File: config.mk
export PLATFORM = sky130hd
export DESIGN_NAME = loop_program_sequencer
export DESIGN_NICKNAME = d
export VERILOG_FILES = /design/src/rtl/loop_program_sequencer.sv
export SDC_FILE = /design/constraint.sdc
export NUM_CORES = 1
export LEC_CHECK = 0
export ABC_AREA = 1
export BUFFER_PORTS_ARGS = -buffer_cell sky130_fd_sc_hd__buf_4
export CORE_MARGIN = 3
export CORE_UTILIZATION = 58
export DETAILED_ROUTE_END_ITERATION = 16
export GPL_TIMING_DRIVEN = 0
export PLACE_DENSITY_LB_ADDON = 0.12
export SYNTH_ARGS = -nofsm -noshare
export SYNTH_HDL_FRONTEND = slang
export SYNTH_SLANG_ARGS = --single-unit
File: constraint.sdc
create_clock -name clk -period 3.1 [get_ports clk]
set_input_delay 0.62 -clock clk [delete_from_list [all_inputs] [get_ports clk]]
set_output_delay 0.62 -clock clk [all_outputs]
set_load 0.005 [all_outputs]
File: src/rtl/loop_program_sequencer.sv
// loop_program_sequencer
//   Front end for the loop controller. It accepts a loop program as a
//   valid/ready stream, with one max-iteration count per beat and a flag on
//   the last beat. Each accepted entry is written into the controller's loop
//   buffer, and then start is pulsed. The block counts run cycles and issued
//   ops until the controller reports done, then returns a completion record
//   over a valid/ready response port.
//
//   Ports
//     clk, reset              clock; asynchronous active-high reset
//     cfg_valid/ready         program beat handshake
//     cfg_max_iter, cfg_last  beat payload and end-of-program flag
//     ctrl_loop_wr_v/_max_iter  loop-buffer write strobe and data (registered)
//     ctrl_start              one-cycle start pulse to the controller
//     ctrl_done               controller finished (only honoured in RUN)
//     ctrl_offset_valid       controller issued an op this cycle
//     cmp_valid/ready         completion record handshake
//     cmp_cycles/ops/error    completion record, forced to 0 when not valid
//     busy                    sequencer not idle
//
//   state | meaning
//   ------+-----------------------------------------------------------
//   IDLE  | waiting for first program beat
//   LOAD  | accepting beats, writing loop buffer
//   DRAIN | program overflowed; swallowing beats up to the last one
//   START | first cycle: last write strobe out; second cycle: start pulse
//   RUN   | controller running; counting cycles and ops
//   RESP  | completion record presented until consumed
module loop_program_sequencer #(
   parameter int LOOP_COUNT_W = 8,
   parameter int INST_ADDR_W  = 4,
   parameter int CNT_W        = 32
) (
   input  logic                    clk,
   input  logic                    reset,
   input  logic                    cfg_valid,
   output logic                    cfg_ready,
   input  logic [LOOP_COUNT_W-1:0] cfg_max_iter,
   input  logic                    cfg_last,
   output logic                    ctrl_loop_wr_v,
   output logic [LOOP_COUNT_W-1:0] ctrl_loop_wr_max_iter,
   output logic                    ctrl_start,
   input  logic                    ctrl_done,
   input  logic                    ctrl_offset_valid,
   output logic                    cmp_valid,
   input  logic                    cmp_ready,
   output logic [CNT_W-1:0]        cmp_cycles,
   output logic [CNT_W-1:0]        cmp_ops,
   output logic                    cmp_error,
   output logic                    busy
);

   localparam int MAX_LOOPS = 2 ** INST_ADDR_W;
   localparam int N_W       = INST_ADDR_W + 1;

   typedef enum logic [2:0] {S_IDLE, S_LOAD, S_DRAIN, S_START, S_RUN, S_RESP} state_t;

   state_t           state, state_nxt;
   logic [N_W-1:0]   n;
   logic             err;
   logic [CNT_W-1:0] cyc;
   logic [CNT_W-1:0] ops;
   logic             start_arm;
   logic             accept;
   logic             overflow_beat;
   logic             loading;
   logic             write_beat;

   assign accept        = cfg_valid && cfg_ready;
   assign overflow_beat = (n == N_W'(MAX_LOOPS));
   assign loading       = (state == S_IDLE) || (state == S_LOAD);
   assign write_beat    = accept && loading && !overflow_beat;

   always_comb begin
      state_nxt  = state;
      cfg_ready  = 1'b0;
      ctrl_start = 1'b0;
      cmp_valid  = 1'b0;
      case (state)
         S_IDLE: begin
            cfg_ready = 1'b1;
            if (cfg_valid) state_nxt = cfg_last ? S_START : S_LOAD;
         end
         S_LOAD: begin
            cfg_ready = 1'b1;
            if (cfg_valid) begin
               if (overflow_beat)  state_nxt = cfg_last ? S_RESP : S_DRAIN;
               else if (cfg_last)  state_nxt = S_START;
            end
         end
         S_DRAIN: begin
            cfg_ready = 1'b1;
            if (cfg_valid && cfg_last) state_nxt = S_RESP;
         end
         S_START: begin
            // start waits one cycle so it follows the final write strobe
            ctrl_start = start_arm;
            if (start_arm) state_nxt = S_RUN;
         end
         S_RUN: begin
            if (ctrl_done) state_nxt = S_RESP;
         end
         S_RESP: begin
            cmp_valid = 1'b1;
            if (cmp_ready) state_nxt = S_IDLE;
         end
         default: state_nxt = S_IDLE;
      endcase
   end

   always_ff @(posedge clk or posedge reset) begin
      if (reset) begin
         state                 <= S_IDLE;
         n                     <= '0;
         err                   <= 1'b0;
         cyc                   <= '0;
         ops                   <= '0;
         start_arm             <= 1'b0;
         ctrl_loop_wr_v        <= 1'b0;
         ctrl_loop_wr_max_iter <= '0;
      end else begin
         state          <= state_nxt;
         start_arm      <= (state == S_START) && !start_arm;
         ctrl_loop_wr_v <= write_beat;
         if (write_beat) begin
            ctrl_loop_wr_max_iter <= cfg_max_iter;
            n                     <= n + N_W'(1);
         end
         if (accept && loading && overflow_beat) err <= 1'b1;
         if (state == S_RUN) begin
            if (cyc != '1)                      cyc <= cyc + CNT_W'(1);
            if (ctrl_offset_valid && ops != '1) ops <= ops + CNT_W'(1);
         end
         if (state == S_RESP && cmp_ready) begin
            n   <= '0;
            err <= 1'b0;
            cyc <= '0;
            ops <= '0;
         end
      end
   end

   assign cmp_cycles = cmp_valid ? cyc : '0;
   assign cmp_ops    = cmp_valid ? ops : '0;
   assign cmp_error  = cmp_valid && err;
   assign busy       = (state != S_IDLE);

endmodule

==> run summary, run 1 <==
Synth area leaders: dfrtp_1 (36%), nand2_1 (19%), nor2_1 (13%)
FF+latch count, synth: 83
VDD IR-drop max: 0.422 mV
Die ar.: 11200 µm²
CP Class: register to output pin
Worst Hold Class: primary input to asynchronous set/reset pin
Mean Syn Cell Area: 6.16 µm²
TritonCTS Buffers: 9
# setup viols final: 0
WP depth: 6
Outcome: completed
Via count: 6063
Sink Count: 83
Largest net degree at the start of global routing: 54
Clk root buf: clkbuf_8
Startpoint types: register
CTS max path bufs: 2
Total negative slack: 0 ps
Mapped Cells: 941
Number of flops mapped to enable cells by yosys: 0
GPL Wtd Cong: 0.958
Skew final: 10.6 ps
DRT iter0 DRCs: 421
Hold Vio Cnt, Final: 0
I/O pins: 93
Antenna-violating nets left: 0
Syn. warnings: 0
Initial antenna violation count: 0
Starting Density: 61.3%
Die Span Y: 106 µm
Library cells used by synthesis: 33
Max Fclk: 353 MHz
Worst slew margin: 65.3%
Post-DP HPWL: 12000 µm
Async set-or-reset flop fraction in the synthesized netlist: 100%
Clk slew on worst S/H paths: 90 ps
Vias in the first global route: 5781
Crit Path Max Fanout: 10
FF-to-FF setup slack: 1060 ps
# rows: 35
Pre-CTS WS: 471 ps
Port Buffers: 92
FILL cells: 882
Post-synth top flop: dfrtp_1
Area grow syn2layout: 18.4%
# DRC: 0
Slowest cell delay on critical path: 460 ps
Die W: 106 µm
Syn Std Cell Area: 5800 µm²
H-tree levels: 3
Fin crit share: 91.3%
Net count after synthesis: 960
Crit path launch: state[0]
DR pass1 iterations: 5
CP max stage cell: clkbuf_1
Delay-heaviest family, CP: buffers and inverters
Cell taking the most area after synthesis: dfrtp_1
Area share of the largest cell type after synthesis: 35.8%
Final layout net count: 1064
Seq pwr share: 42.5%
Crit Reg-Reg Endpoint: ops[23]
Worst-Skew Late Latency: 380 ps
CTS tree: built
Via density per instance: 5.14
Logic pwr share: 39.7%
Internal power: 2.40 mW
Worst-Margin Slew: 520 ps
Net load switching power: 1.89 mW
Slew Limit Fails: 0
Final WS setup: 271 ps
Gr ovfl total: 0
Sw Ratio: 44.0%
CP required: 2480 ps
Mean routed wirelength per cell: 13.3 µm
Routed WL: 15700 µm
Power Total: 4.30 mW
Cts hold-fix bufs: 0
Clock group share of total power: 17.8%
Core Area: 9460 µm²
Maxcap violations: 0
Worst path bufs/invs: 4
Leak: 3.52 nW
Global-route wire length before repair: 26700 µm
Reg-to-Reg Start: ops[1]
Layout cells sized above 1: 15.4%
Cell Chain, Critical Path: buf_2 -> nand3_1 -> clkbuf_2 -> clkbuf_1 -> nor2_1 -> buf_4
Worst R2R Path Depth: 10
Setup crit end kind: output pin
Power Density: 625 nW/µm²
# diodes: 0
Final Util: 72.6%
Post-synthesis sequential area ratio: 35.8%
Min Tclk post-route: 2830 ps
Gr usage total: 29.3%
RSZ-0062 raised after global routing: false
Critical path data arrival time: 2210 ps
Worst setup path endpoint: cmp_cycles[24]
## metal layers
layer | part of all wire (%) | wire length (µm) | global-route usage, %
met1 | 41 | 6530 | 36.3
met4 | 3.4 | 531 | 9.81
met5 | 0 | 0 | 0
met2 | 49 | 7750 | 51.4
met3 | 5.8 | 918 | 5.53
## timing repair
action / CTS / global route
setup endpoints to repair: 0 / 47
resized for setup: 0 / 2
buffers inserted: 0 / 0
## worst min-delay path by stage
stage	end	startpoint
after CTS	ctrl_loop_wr_max_iter[2]	reset
after global placement	ctrl_loop_wr_max_iter[5]	ctrl_loop_wr_max_iter[5]
after floorplan	ops[0]	ops[0]
final	ctrl_loop_wr_max_iter[5]	reset
after global routing	ctrl_loop_wr_max_iter[2]	reset
after detailed placement	ctrl_loop_wr_max_iter[1]	ctrl_loop_wr_max_iter[1]
## cells in the final DEF (no fill, tap or decap), types with 2 or more instances in the layout
master      n
o22ai_1     2
inv_6       3
clkbuf_1    5
nor2_2      6
buf_2      14
nand3_2     9
dfrtp_1    83
inv_4       2
nor2_4      2
a21oi_1     4
nor2_1    197
clkinv_1    2
o21ai_1    12
o21bai_1    2
nand4_1    21
inv_1     139
nand2_2     5
nor3_1     14
buf_4      92
nand2_1   292
buf_6       4
inv_2       6
clkbuf_8   10
ha_1        4
nand3_1    71
xor2_1     11
o21ai_0    24
## registers in the layout, indices dropped and copies added (netlist names)
name and count:
ctrl_loop_wr_max_iter 8, ctrl_loop_wr_v 1, cyc 32, err 1
n 5, ops 32, start_arm 1, state 3
## cell usage after synthesis (4+ instances only)
master	number
a21oi_1	4
buf_2	14
buf_6	4
clkbuf_1	6
dfrtp_1	83
ha_1	4
inv_1	140
inv_2	6
nand2_1	292
nand2_2	5
nand3_1	71
nand3_2	9
nand4_1	21
nor2_1	197
nor2_2	6
nor3_1	14
o21ai_0	24
o21ai_1	12
xor2_1	11
## area by class of cell
class	instances	area (µm²)	share of cell area, %
inverters	149	564	8.21
plain buffers	25	143	2.08
flip-flops and latches	83	2080	30.2
clock inverters	6	47.5	0.692
multi-input cells	684	3020	44.0
repair buffers	93	718	10.5
clock buffers	10	138	2.00
well taps	129	161	2.35
## logic make-up after synthesis
logic type / after synthesis / synth area share, %
AND/OR/NAND/NOR: 622 / 45.2
buffers and inverters: 174 / 12.1
flip-flops: 83 / 35.8
AO/OA/AOI/OAI: 47 / 4.31
XOR/XNOR: 11 / 1.66
adder cells (fa/ha/maj): 4 / 0.863
## metrics by stage
stage | instance area (µm²) | hold slack, ps | cells
finish | 6870 | 244 | 1179
global route | 6870 | 252 | 1179
CTS | 6870 | 247 | 1179
detailed placement | 6680 | 471 | 1163
global placement | 6650 | 464 | 1162
floorplan | 5800 | 463 | 941
## power groups by stage
| stage | clock [mW] | combinational [mW] | sequential, mW |
|---|---|---|---|
| floorplan | 0 | 1.18 | 1.73 |
| global placement | 0 | 1.65 | 1.82 |
| detailed placement | 0 | 1.71 | 1.82 |
| CTS | 0.778 | 1.71 | 1.81 |
| global route | 0.831 | 1.95 | 1.88 |
| finish | 0.766 | 1.71 | 1.82 |
Power figures use the tool's default switching activity.
==> run 2: changes to the inputs <==
CELL_PAD_IN_SITES_DETAIL_PLACEMENT = 0   (was default)
CELL_PAD_IN_SITES_GLOBAL_PLACEMENT = 1   (was default)
CORE_UTILIZATION = 40   (was 58)
==> run summary, run 2 (synthesized netlist as in run 1, its figures left out) <==
Startpoint types: register
Mean routed wirelength per cell: 14.0 µm
Port Buffers: 92
Clock group share of total power: 25.4%
Outcome: completed
Seq pwr share: 38.4%
Die ar.: 16000 µm²
Crit Reg-Reg Endpoint: ops[29]
Commonest non-fill, non-tap cell in the layout: nand2_1
Area of the multi-input gates: 3020 µm²
Routed WL: 17300 µm
RSZ-0062 raised after global routing: false
# setup viols final: 0
Crit Path Max Fanout: 10
Clk root buf: clkbuf_16
Global-route wire length before repair: 28400 µm
VDD IR-drop max: 0.362 mV
Antenna-violating nets left: 0
Sink Count: 83
CP Class: register to output pin
Crit path launch: state[0]
I/O pins: 93
Maxcap violations: 0
CP required: 2480 ps
DR pass1 iterations: 5
Area grow syn2layout: 22.0%
FF+latch area: 2080 µm²
Slew Limit Fails: 0
Power Total: 4.71 mW
Post-DP HPWL: 13200 µm
# DRC: 0
Setup crit end kind: output pin
TritonCTS Buffers: 9
Gr ovfl total: 0
Worst Hold Class: primary input to asynchronous set/reset pin
Gr usage total: 22.0%
Reg-to-Reg Start: ops[1]
Clk slew on worst S/H paths: 60 ps
Final layout net count: 1064
Internal power: 2.81 mW
Worst setup path endpoint: cmp_ops[0]
Leak: 3.58 nW
Layout cells sized above 1: 15.4%
Initial antenna violation count: 0
CTS tree: built
FILL cells: 1493
Vias in the first global route: 5601
Worst R2R Path Depth: 10
FF-to-FF setup slack: 1030 ps
Cell Area, Placed: 6750 µm²
Core Area: 14000 µm²
Via density per instance: 4.77
Via count: 5871
Worst-Margin Slew: 541 ps
Max Fclk: 348 MHz
Worst slew margin: 63.7%
DRT iter0 DRCs: 312
Largest registers: cyc x32, ops x32, ctrl_loop_wr_max_iter x8
Sw Ratio: 40.2%
Cts hold-fix bufs: 0
Power Density: 665 nW/µm²
GPL Wtd Cong: 0.951
# rows: 43
Worst-Skew Late Latency: 350 ps
H-tree levels: 3
Final Util: 50.4%
Commonest non-fill, non-tap cells in the layout: nand2_1 (292), nor2_1 (197), inv_1 (139)
Fin crit share: 92.7%
Hold Vio Cnt, Final: 0
Net load switching power: 1.89 mW
Fin Hold WS: 216 ps
Min Tclk post-route: 2870 ps
Die W: 126 µm
Starting Density: 41.3%
Logic pwr share: 36.2%
CTS max path bufs: 2
Fin area: 7080 µm²
Skew final: 6.10 ps
Die Span Y: 126 µm
Critical path data arrival time: 2250 ps
# diodes: 0
Largest net degree at the start of global routing: 66
-- run 2: timing repair --
item / CTS / global route
buffers inserted: 0 / 0
setup endpoints to repair: 7 / 0
resized for setup: 1 / 0
-- run 2: how the worst min path moves through the flow --
stage	start	end	slack (ps)	cells after the start
4_1_cts	reset	ctrl_loop_wr_max_iter[7]	220	2
3_5_place_dp	ctrl_loop_wr_max_iter[6]	ctrl_loop_wr_max_iter[6]	470	2
5_1_grt	reset	ctrl_loop_wr_max_iter[7]	220	2
6_report	reset	ctrl_loop_wr_max_iter[7]	220	2
3_3_place_gp	ctrl_loop_wr_max_iter[6]	ctrl_loop_wr_max_iter[6]	460	2
2_1_floorplan	ops[0]	ops[0]	460	1
-- run 2: final cells by class --
cell class,count,share of cell area (%)
multi-input combinational,684,42.7
sequential,83,29.4
timing repair buffer,93,10.2
inverter,149,7.98
clock buffer,10,3.38
tap,180,3.18
buffer,25,2.02
clock inverter,6,1.26
-- run 2: power groups by stage --
stage / Clock, mW / Combinational (mW) / Sequential (mW)
2_1_floorplan: 0 / 1.18 / 1.73
3_3_place_gp: 0 / 1.70 / 1.83
3_5_place_dp: 0 / 1.72 / 1.82
4_1_cts: 1.22 / 1.73 / 1.81
5_1_grt: 1.27 / 1.95 / 1.87
6_report: 1.20 / 1.70 / 1.81
-- run 2: stage by stage --
step	setup WS, ps	cells	TNS, ps
after floorplan	343	941	0
after global routing	92.8	1230	0
after detailed placement	305	1214	0
after global placement	-922	1213	-75780
final	227	1230	0
after CTS	177	1230	0
-- run 2: routing by layer --
layer	GRT usage, %	routed length, µm	vias up
met5	0	0	-
met4	5.99	316	0
met3	3.92	758	28
met2	38.3	8460	131
met1	28.0	7720	2629
li1	-	-	3083
-- run 2: worst max-delay path, stage by stage (launching register included) --
cell      delay (ps)
dfrtp_1          360
buf_2            160
nand3_1          220
clkbuf_2         370
clkbuf_1         480
nor2_1           140
buf_4            170
==> run 3: changes to the inputs <==
CORE_UTILIZATION = 35   (was 40)
CTS_CLUSTER_DIAMETER = 120   (was default)
PLACE_DENSITY_LB_ADDON = 0.1   (was 0.12)
==> run summary, run 3 (synthesized netlist as in run 1, its figures left out) <==
Worst-Margin Slew: 574 ps
Pre-CTS WS: 263 ps
CP Class: register to output pin
Via count: 5866
Antenna-violating nets left: 0
Worst slew margin: 61.8%
Starting Density: 36.1%
Slew Limit Fails: 0
FF-to-FF setup slack: 1000 ps
Final layout net count: 1064
DR pass1 iterations: 6
# diodes: 0
Port Buffers: 92
Largest registers: cyc x32, ops x32, ctrl_loop_wr_max_iter x8
Die ar.: 18200 µm²
Skew final: 12.4 ps
Sink Count: 83
Cell Area, Placed: 6790 µm²
Post-DP HPWL: 13700 µm
Layout cells sized above 1: 15.4%
CTS max path bufs: 2
Leak: 3.57 nW
Fin Hold WS: 254 ps
GPL Wtd Cong: 0.880
Worst-Skew Late Latency: 350 ps
Die Span Y: 135 µm
TritonCTS Buffers: 9
Placed insts: 1250
Gr ovfl total: 0
CP required: 2480 ps
Final Util: 44.1%
Global-route wire length before repair: 29200 µm
CTS tree: built
Clk slew on worst S/H paths: 70 ps
H-tree levels: 3
Fin area: 7080 µm²
DRT iter0 DRCs: 317
Maxcap violations: 0
Startpoint types: register
Worst Hold Class: primary input to asynchronous set/reset pin
Crit Path Max Fanout: 10
Commonest non-fill, non-tap cell in the layout: nand2_1
Postcts setup bufs: 0
Fin cells: 1266
Max Fclk: 353 MHz
Area grow syn2layout: 22.1%
Commonest non-fill, non-tap cells in the layout: nand2_1 (292), nor2_1 (197), inv_1 (139)
Gr usage total: 20.3%
Worst R2R Path Depth: 10
Power Density: 649 nW/µm²
CTS resizes: 1
VDD IR-drop max: 0.287 mV
Vias in the first global route: 5622
Via density per instance: 4.63
Cts hold-fix bufs: 0
Clk root buf: clkbuf_16
Reg-to-Reg Start: ops[1]
Hold Vio Cnt, Final: 0
Outcome: completed
Min Tclk post-route: 2830 ps
Critical path data arrival time: 2210 ps
Final WS setup: 267 ps
Setup crit end kind: output pin
# rows: 46
Fin crit share: 91.4%
# DRC: 0
Core Area: 16100 µm²
# setup viols final: 0
RSZ-0062 raised after global routing: false
Mean routed wirelength per cell: 14.1 µm
Die W: 135 µm
I/O pins: 93
Largest net degree at the start of global routing: 58
Routed WL: 17800 µm
Crit Reg-Reg Endpoint: ops[28]
FILL cells: 1772
Initial antenna violation count: 0
## run 3: changes by cell type in the layout (fill, tap and decap cells not counted), sizes merged
| cell | change |
|---|---|
| bufinv | -2 |
| clkbuf | +1 |
| clkinv | +1 |
## run 3: area by class of cell
class,instances,area (µm²),share of cell area [%]
Multi-Input combinational cell,684,3020,42.6
Sequential cell,83,2080,29.3
Timing Repair Buffer,93,718,10.1
Inverter,149,564,7.97
Tap cell,216,270,3.82
Clock buffer,11,253,3.57
Buffer,25,143,2.01
Clock inverter,5,37.5,0.530
## run 3: through the flow
stage	power, mW	TNS (ps)
floorplan	2.91	0
global placement	3.57	-83250
detailed placement	3.58	0
CTS	4.67	0
global route	5.02	0
finish	4.60	0
## run 3: worst max-delay path: stages (launching register included)
cell and delay, ps:
dfrtp_1 360, buf_2 160, nand3_1 190, clkbuf_2 400
buf_1 500, nor2_1 90, buf_4 160
## run 3: how the worst max path moves through the flow
stage / from / endpoint
after detailed placement: state[0] / cmp_ops[0]
after CTS: state[0] / cmp_ops[0]
after global routing: state[0] / cmp_cycles[14]
final: state[0] / cmp_cycles[14]
after floorplan: reset / ctrl_loop_wr_max_iter[0]
after global placement: reset / ops[17]
## run 3: where the power goes
group          switching, mW  total, mW  internal [mW]
Clock                  0.476       1.06          0.589
Sequential             0.378       1.82           1.45
Combinational           1.07       1.71          0.637
## run 3: per-layer routing
metal	vias to the layer above	GRT usage, %	part of all wire, %
li1	3086	-	-
met1	2656	26.3	46
met2	99	34.9	49
met3	25	3.58	3.3
met4	0	5.60	1.9
met5	-	0	0
